==> src/rtl/ram_readback_if.sv <==
// Signal bundle between ram_readback, its RAM read port and the word consumer.
// Handshake: a word on dout/dout_idx transfers on a rising edge where dout_valid and dout_ready are both 1;
// once raised, dout_valid and its payload hold until that edge, and dout_ready has no effect while dout_valid is 0.
interface ram_readback_if #(
    parameter int ADDR_W = 6,
    parameter int DATA_W = 32
) ();
    logic              start;
    logic [ADDR_W-1:0] addrb;
    logic [DATA_W-1:0] doutb;
    logic [DATA_W-1:0] dout;
    logic [ADDR_W-1:0] dout_idx;
    logic              dout_valid;
    logic              dout_ready;
    logic              busy;
    logic              done;
    logic              chk_err;
    logic [ADDR_W-1:0] err_idx;
    logic [2:0]        fsm_state;

    modport master (
        input  start, doutb, dout_ready,
        output addrb, dout, dout_idx, dout_valid, busy, done, chk_err, err_idx, fsm_state
    );

    modport slave (
        output start, doutb, dout_ready,
        input  addrb, dout, dout_idx, dout_valid, busy, done, chk_err, err_idx, fsm_state
    );
endinterface

==> src/rtl/ram_readback.sv <==
// Reads words 0..DEPTH-1 from a one-cycle-latency RAM, streams them out over a valid/ready port
// and flags the first word that breaks the Fibonacci rule word[i] = word[i-1] + word[i-2].
module ram_readback #(
    parameter int DEPTH  = 32,
    parameter int ADDR_W = 6,
    parameter int DATA_W = 32
) (
    input  logic           clk,
    input  logic           rst,
    ram_readback_if.master bus
);

    typedef enum logic [2:0] {
        S_IDLE = 3'd0,
        S_RD   = 3'd1,
        S_CAP  = 3'd2,
        S_OUT  = 3'd3,
        S_DONE = 3'd4
    } state_t;

    localparam logic [ADDR_W-1:0] LAST_IDX = ADDR_W'(DEPTH - 1);
    localparam logic [ADDR_W-1:0] FIRST_CHK = ADDR_W'(2);

    state_t            state, state_nxt;
    logic [ADDR_W-1:0] idx;
    logic [DATA_W-1:0] p1, p2;
    logic [DATA_W-1:0] fib_sum;
    logic              accept, hs, last, fib_bad;

    assign accept  = (state == S_IDLE) && bus.start;
    assign hs      = (state == S_OUT) && bus.dout_valid && bus.dout_ready;
    assign last    = (idx == LAST_IDX);
    // Sum is truncated to DATA_W so the check is modulo 2^DATA_W.
    assign fib_sum = p1 + p2;
    assign fib_bad = (idx >= FIRST_CHK) && (bus.dout != fib_sum);

    always_ff @(posedge clk or posedge rst) begin
        if (rst) state <= S_IDLE;
        else     state <= state_nxt;
    end

    always_comb begin
        state_nxt = state;
        case (state)
            S_IDLE:  if (bus.start) state_nxt = S_RD;
            S_RD:    state_nxt = S_CAP;
            S_CAP:   state_nxt = S_OUT;
            S_OUT:   if (hs) state_nxt = last ? S_DONE : S_RD;
            S_DONE:  state_nxt = S_IDLE;
            default: state_nxt = S_IDLE;
        endcase
    end

    always_comb begin
        bus.busy      = (state != S_IDLE);
        bus.done      = (state == S_DONE);
        bus.fsm_state = state;
    end

    always_ff @(posedge clk or posedge rst) begin
        if (rst) begin
            idx            <= '0;
            bus.addrb      <= '0;
            bus.dout       <= '0;
            bus.dout_idx   <= '0;
            bus.dout_valid <= 1'b0;
            bus.chk_err    <= 1'b0;
            bus.err_idx    <= '0;
            p1             <= '0;
            p2             <= '0;
        end else begin
            if (accept) begin
                idx         <= '0;
                bus.addrb   <= '0;
                bus.chk_err <= 1'b0;
                bus.err_idx <= '0;
            end
            if (state == S_CAP) begin
                bus.dout       <= bus.doutb;
                bus.dout_idx   <= idx;
                bus.dout_valid <= 1'b1;
            end
            if (hs) begin
                bus.dout_valid <= 1'b0;
                p2             <= p1;
                p1             <= bus.dout;
                // The last word leaves idx/addrb parked at DEPTH-1.
                if (!last) begin
                    idx       <= idx + 1'b1;
                    bus.addrb <= idx + 1'b1;
                end
                if (fib_bad && !bus.chk_err) begin
                    bus.chk_err <= 1'b1;
                    bus.err_idx <= idx;
                end
            end
        end
    end

endmodule

==> src/flat_wrapper.sv <==
// flat-port wrapper written by rule: the top's interface ports become plain ports
module ram_readback_flat 
#(
    parameter int DEPTH  = 32,
    parameter int ADDR_W = 6,
    parameter int DATA_W = 32
)
  (clk, rst, bus_start, bus_doutb, bus_dout_ready, bus_addrb, bus_dout, bus_dout_idx, bus_dout_valid, bus_busy, bus_done, bus_chk_err, bus_err_idx, bus_fsm_state);
  ram_readback_if #(.ADDR_W(ADDR_W), .DATA_W(DATA_W)) bus_i ();
  input  logic clk;
  input  logic rst;
  input wire logic [$bits(bus_i.start)-1:0] bus_start;
  input wire logic [$bits(bus_i.doutb)-1:0] bus_doutb;
  input wire logic [$bits(bus_i.dout_ready)-1:0] bus_dout_ready;
  output wire logic [$bits(bus_i.addrb)-1:0] bus_addrb;
  output wire logic [$bits(bus_i.dout)-1:0] bus_dout;
  output wire logic [$bits(bus_i.dout_idx)-1:0] bus_dout_idx;
  output wire logic [$bits(bus_i.dout_valid)-1:0] bus_dout_valid;
  output wire logic [$bits(bus_i.busy)-1:0] bus_busy;
  output wire logic [$bits(bus_i.done)-1:0] bus_done;
  output wire logic [$bits(bus_i.chk_err)-1:0] bus_chk_err;
  output wire logic [$bits(bus_i.err_idx)-1:0] bus_err_idx;
  output wire logic [$bits(bus_i.fsm_state)-1:0] bus_fsm_state;
  assign bus_i.start = bus_start;
  assign bus_i.doutb = bus_doutb;
  assign bus_i.dout_ready = bus_dout_ready;
  assign bus_addrb = bus_i.addrb;
  assign bus_dout = bus_i.dout;
  assign bus_dout_idx = bus_i.dout_idx;
  assign bus_dout_valid = bus_i.dout_valid;
  assign bus_busy = bus_i.busy;
  assign bus_done = bus_i.done;
  assign bus_chk_err = bus_i.chk_err;
  assign bus_err_idx = bus_i.err_idx;
  assign bus_fsm_state = bus_i.fsm_state;
  ram_readback #(.DEPTH(DEPTH), .ADDR_W(ADDR_W), .DATA_W(DATA_W)) u_core (.clk(clk), .rst(rst), .bus(bus_i));
endmodule
==> config.mk <==
export PLATFORM = sky130hd
export DESIGN_NAME = ram_readback_flat
export DESIGN_NICKNAME = d
export VERILOG_FILES = /design/src/rtl/ram_readback_if.sv /design/src/rtl/ram_readback.sv /design/src/flat_wrapper.sv
export SDC_FILE = /design/constraint.sdc
export NUM_CORES = 1
export LEC_CHECK = 0
export ABC_AREA = 1
export CAP_MARGIN = 20
export CORE_MARGIN = 4
export CORE_UTILIZATION = 45
export DETAILED_ROUTE_END_ITERATION = 6
export PLACE_DENSITY = 0.67
export SLEW_MARGIN = 15
export SYNTH_ARGS = -nofsm -noshare
export SYNTH_HDL_FRONTEND = slang
export SYNTH_SLANG_ARGS = --single-unit
==> constraint.sdc <==
create_clock -name clk -period 3.9 [get_ports clk]
set_input_delay 0.78 -clock clk [delete_from_list [all_inputs] [get_ports clk]]
set_output_delay 0.78 -clock clk [all_outputs]
set_load 0.005 [all_outputs]
==> flow_summary.toml <==
[status]
outcome = "finished clean"

[critical_path]
worstSetupEndpointType = "flop"
worstSetupPathType = "flop to flop"
start_kind = "flop"
crit_arrival_ns = 3.30
crit_path_max_fanout = 7
crit_required_ns = 4.26

[detailed_routing]
totalWireLength_mm = 19.7
drt_iter0_drc = 501
via_per_inst = 4.85
drc = 0
first_pass_iters = 5
ant_nets = 0
post_drt_wl_per_cell_um = 13.5
dr_total_vias = 7094

[clock_tree]
cts_root_buffer = "clkbuf_16"
numCtsBuffers = 17
postCtsSetupRepairBufs = 0
path_clk_slew_ns = 0.07
clk-insertion-delay-late_ns = 0.44
cts_tree = "yes"
cts_hold_buffers = 0
post_cts_resized = 0
numClockSinks = 125
cts.path.max_buffers = 2
ctsHtreeMaxLevel = 4

[synth]
synthesis.nets = 1208
netlist_instances = 1138
synth_cell_types = 36
synth_area_leaders = "dfrtp_1 (40%), nand2_1 (22%), inv_1 (8.3%), o21ai_0 (5.3%), ha_1 (5.3%)"
ys.flop_type = "dfrtp_1"
yosysTopAreaCellShare_pct = 40.2
async_reset_ff_share_pct = 100
syn_area_um2 = 7790
synth_edf_count = 0
synth-seq-cells = 125
avgSynthCellArea_um2 = 6.85
yosysWarnings = 0
post-synth-top-area-cell = "dfrtp_1"
ys_seq_area_share_pct = 40.2

[sta]
final.min_clock_period_ns = 2.94
setup_viol = 0
fmax_ghz = 0.340
worstMarginPinSlew_ns = 0.986
fin_skew_ns = 0.0134
fin_setup_tns_ns = 0
fin_crit_sh_pct = 75.3
hold_violations = 0
relSlewSlack_pct = 33.8
rsz0062_at_grt = "no"
maxSlewViolCount = 0

[pwr]
p_leak_nw = 5.14
peakVddDrop_mv = 0.430
power.density_nw_per_um2 = 837

[worst_hold_path]
hp-class = "flop to flop"

[grt]
overflow = 0
grtUsageTotal_pct = 21.1
grt_pass1_wl_mm = 33.7
grt_pass1_vias = 6898
grt_max_degree = 67
grt_antenna_before_repair = 0

[finish]
drive_above_1_share_pct = 5.48
area_growth_pct = 22.7
fin_cells = 1462
n_antenna_cell = 0
num-nets-final = 1299
layout_common_cells = "nand2_1 (460), inv_1 (170), dfrtp_1 (125)"
layout.cells.most_common = "nand2_1"

[placement]
place_hpwl_mm = 14.7
place.gp.congestion = 0.974
numPortBuffers = 92
place_inst = 1430

[die]
start_util_pct = 46.5
io_pins = 93
die_area_um2 = 19500
die_w_um = 140
die_y_um = 140
rows = 47
core_um2 = 16800

[flow_run]
cap_violations = 0
## layout make-up
cell class | count | area, um^2
fill | 1638 | 7200
multi-input combinational | 810 | 3910
sequential | 125 | 3130
timing repair buffer | 96 | 951
inverter | 179 | 676
clock buffer | 17 | 425
tap | 220 | 275
clock inverter | 15 | 193
## worst max-delay path, stage by stage, from the launching register on
cell and delay, ns:
dfrtp_1 0.40, ha_1 0.26, fa_1 0.47, nand3_1 0.13, nand3_1 0.14, nand3_1 0.11, nand3_1 0.20, nand2_1 0.15
nand2_1 0.07, nand2_1 0.08, nand2_1 0.06, nand2_1 0.05, nand2_1 0.04, nor2_1 0.07, nand2_1 0.06, nor2_2 0.17
nand3_4 0.16, nand2_4 0.13, nand2_1 0.06, nand2_1 0.05
## per-layer routing
layer	vias up	part of all wire (%)	track usage, %
met4	0	2.2	6.83
met1	3202	49	29.4
met5	-	0	0
li1	3715	-	-
met3	28	4.7	5.15
met2	149	44	32.5
## synth_stat cells (all sizes together) (13+ instances only)
cell type,instances
a21oi,21
clkbuf,17
dfrtp,125
ha,33
inv,178
nand2,468
nand3,84
nor2,55
o21ai,83
xnor2,15
xor2,13
## flip-flops by register name, summed over array words and instances, names as in the netlist
signal / cells
u_core.idx: 6
u_core.bus.err_idx: 6
u_core.bus.dout_valid: 1
u_core.bus.fsm_state: 3
u_core.bus.dout_idx: 6
u_core.p1: 32
u_core.p2: 32
u_core.bus.chk_err: 1
u_core.bus.dout: 32
u_core.bus.addrb: 6
## cells by family after synthesis
family | after synthesis | share of synthesized area (%)
adders and majority gates | 34 | 5.56
DFF | 125 | 40.2
and+or+nand+nor | 634 | 33.7
buffers and inverters | 203 | 9.80
xor gates and xnor gates | 28 | 3.15
AOI/OAI and AO/OA | 114 | 7.66
## path summary, 6_finish.rpt
| check | cells past startpoint | from | end | slack [ns] |
|---|---|---|---|---|
| max in group asynchronous | 3 | rst | u_core.p1[17]$_DFFE_PP0P_ | 2.37 |
| setup / recovery | 19 | u_core.p2[0]$_DFFE_PP0P_ | u_core.bus.err_idx[4]$_DFF_PP0_ | 0.96 |
| hold reg to reg | 2 | u_core.p2[30]$_DFFE_PP0P_ | u_core.p2[30]$_DFFE_PP0P_ | 0.49 |
| min in group asynchronous | 3 | rst | u_core.bus.dout_idx[5]$_DFFE_PP0P_ | 0.94 |
| hold / removal | 2 | u_core.p2[30]$_DFFE_PP0P_ | u_core.p2[30]$_DFFE_PP0P_ | 0.49 |
| setup reg to reg | 19 | u_core.p2[0]$_DFFE_PP0P_ | u_core.bus.err_idx[4]$_DFF_PP0_ | 0.96 |
## power by group
group | leakage [nW] | switching, mW | internal [mW]
clock network | 0.302 | 0.705 | 0.978
registers | 1.61 | 0.454 | 1.84
logic | 3.23 | 2.34 | 1.68
total | 5.14 | 3.50 | 4.49
## per-stage QoR
step	hold WS (ns)	util, %	total power, mW	cell area, um^2	worst slack [ns]
after floorplan	0.453	-	5.00	7790	1.52
after global routing	0.508	57.0	8.75	9560	0.668
after global placement	0.470	53.3	6.28	8940	0.884
after CTS	0.491	57.0	8.07	9560	0.939
final	0.487	57.0	8.00	9560	0.962
after detailed placement	0.472	53.3	6.33	8940	0.896
No activity file was read; power rests on OpenSTA's default activity.
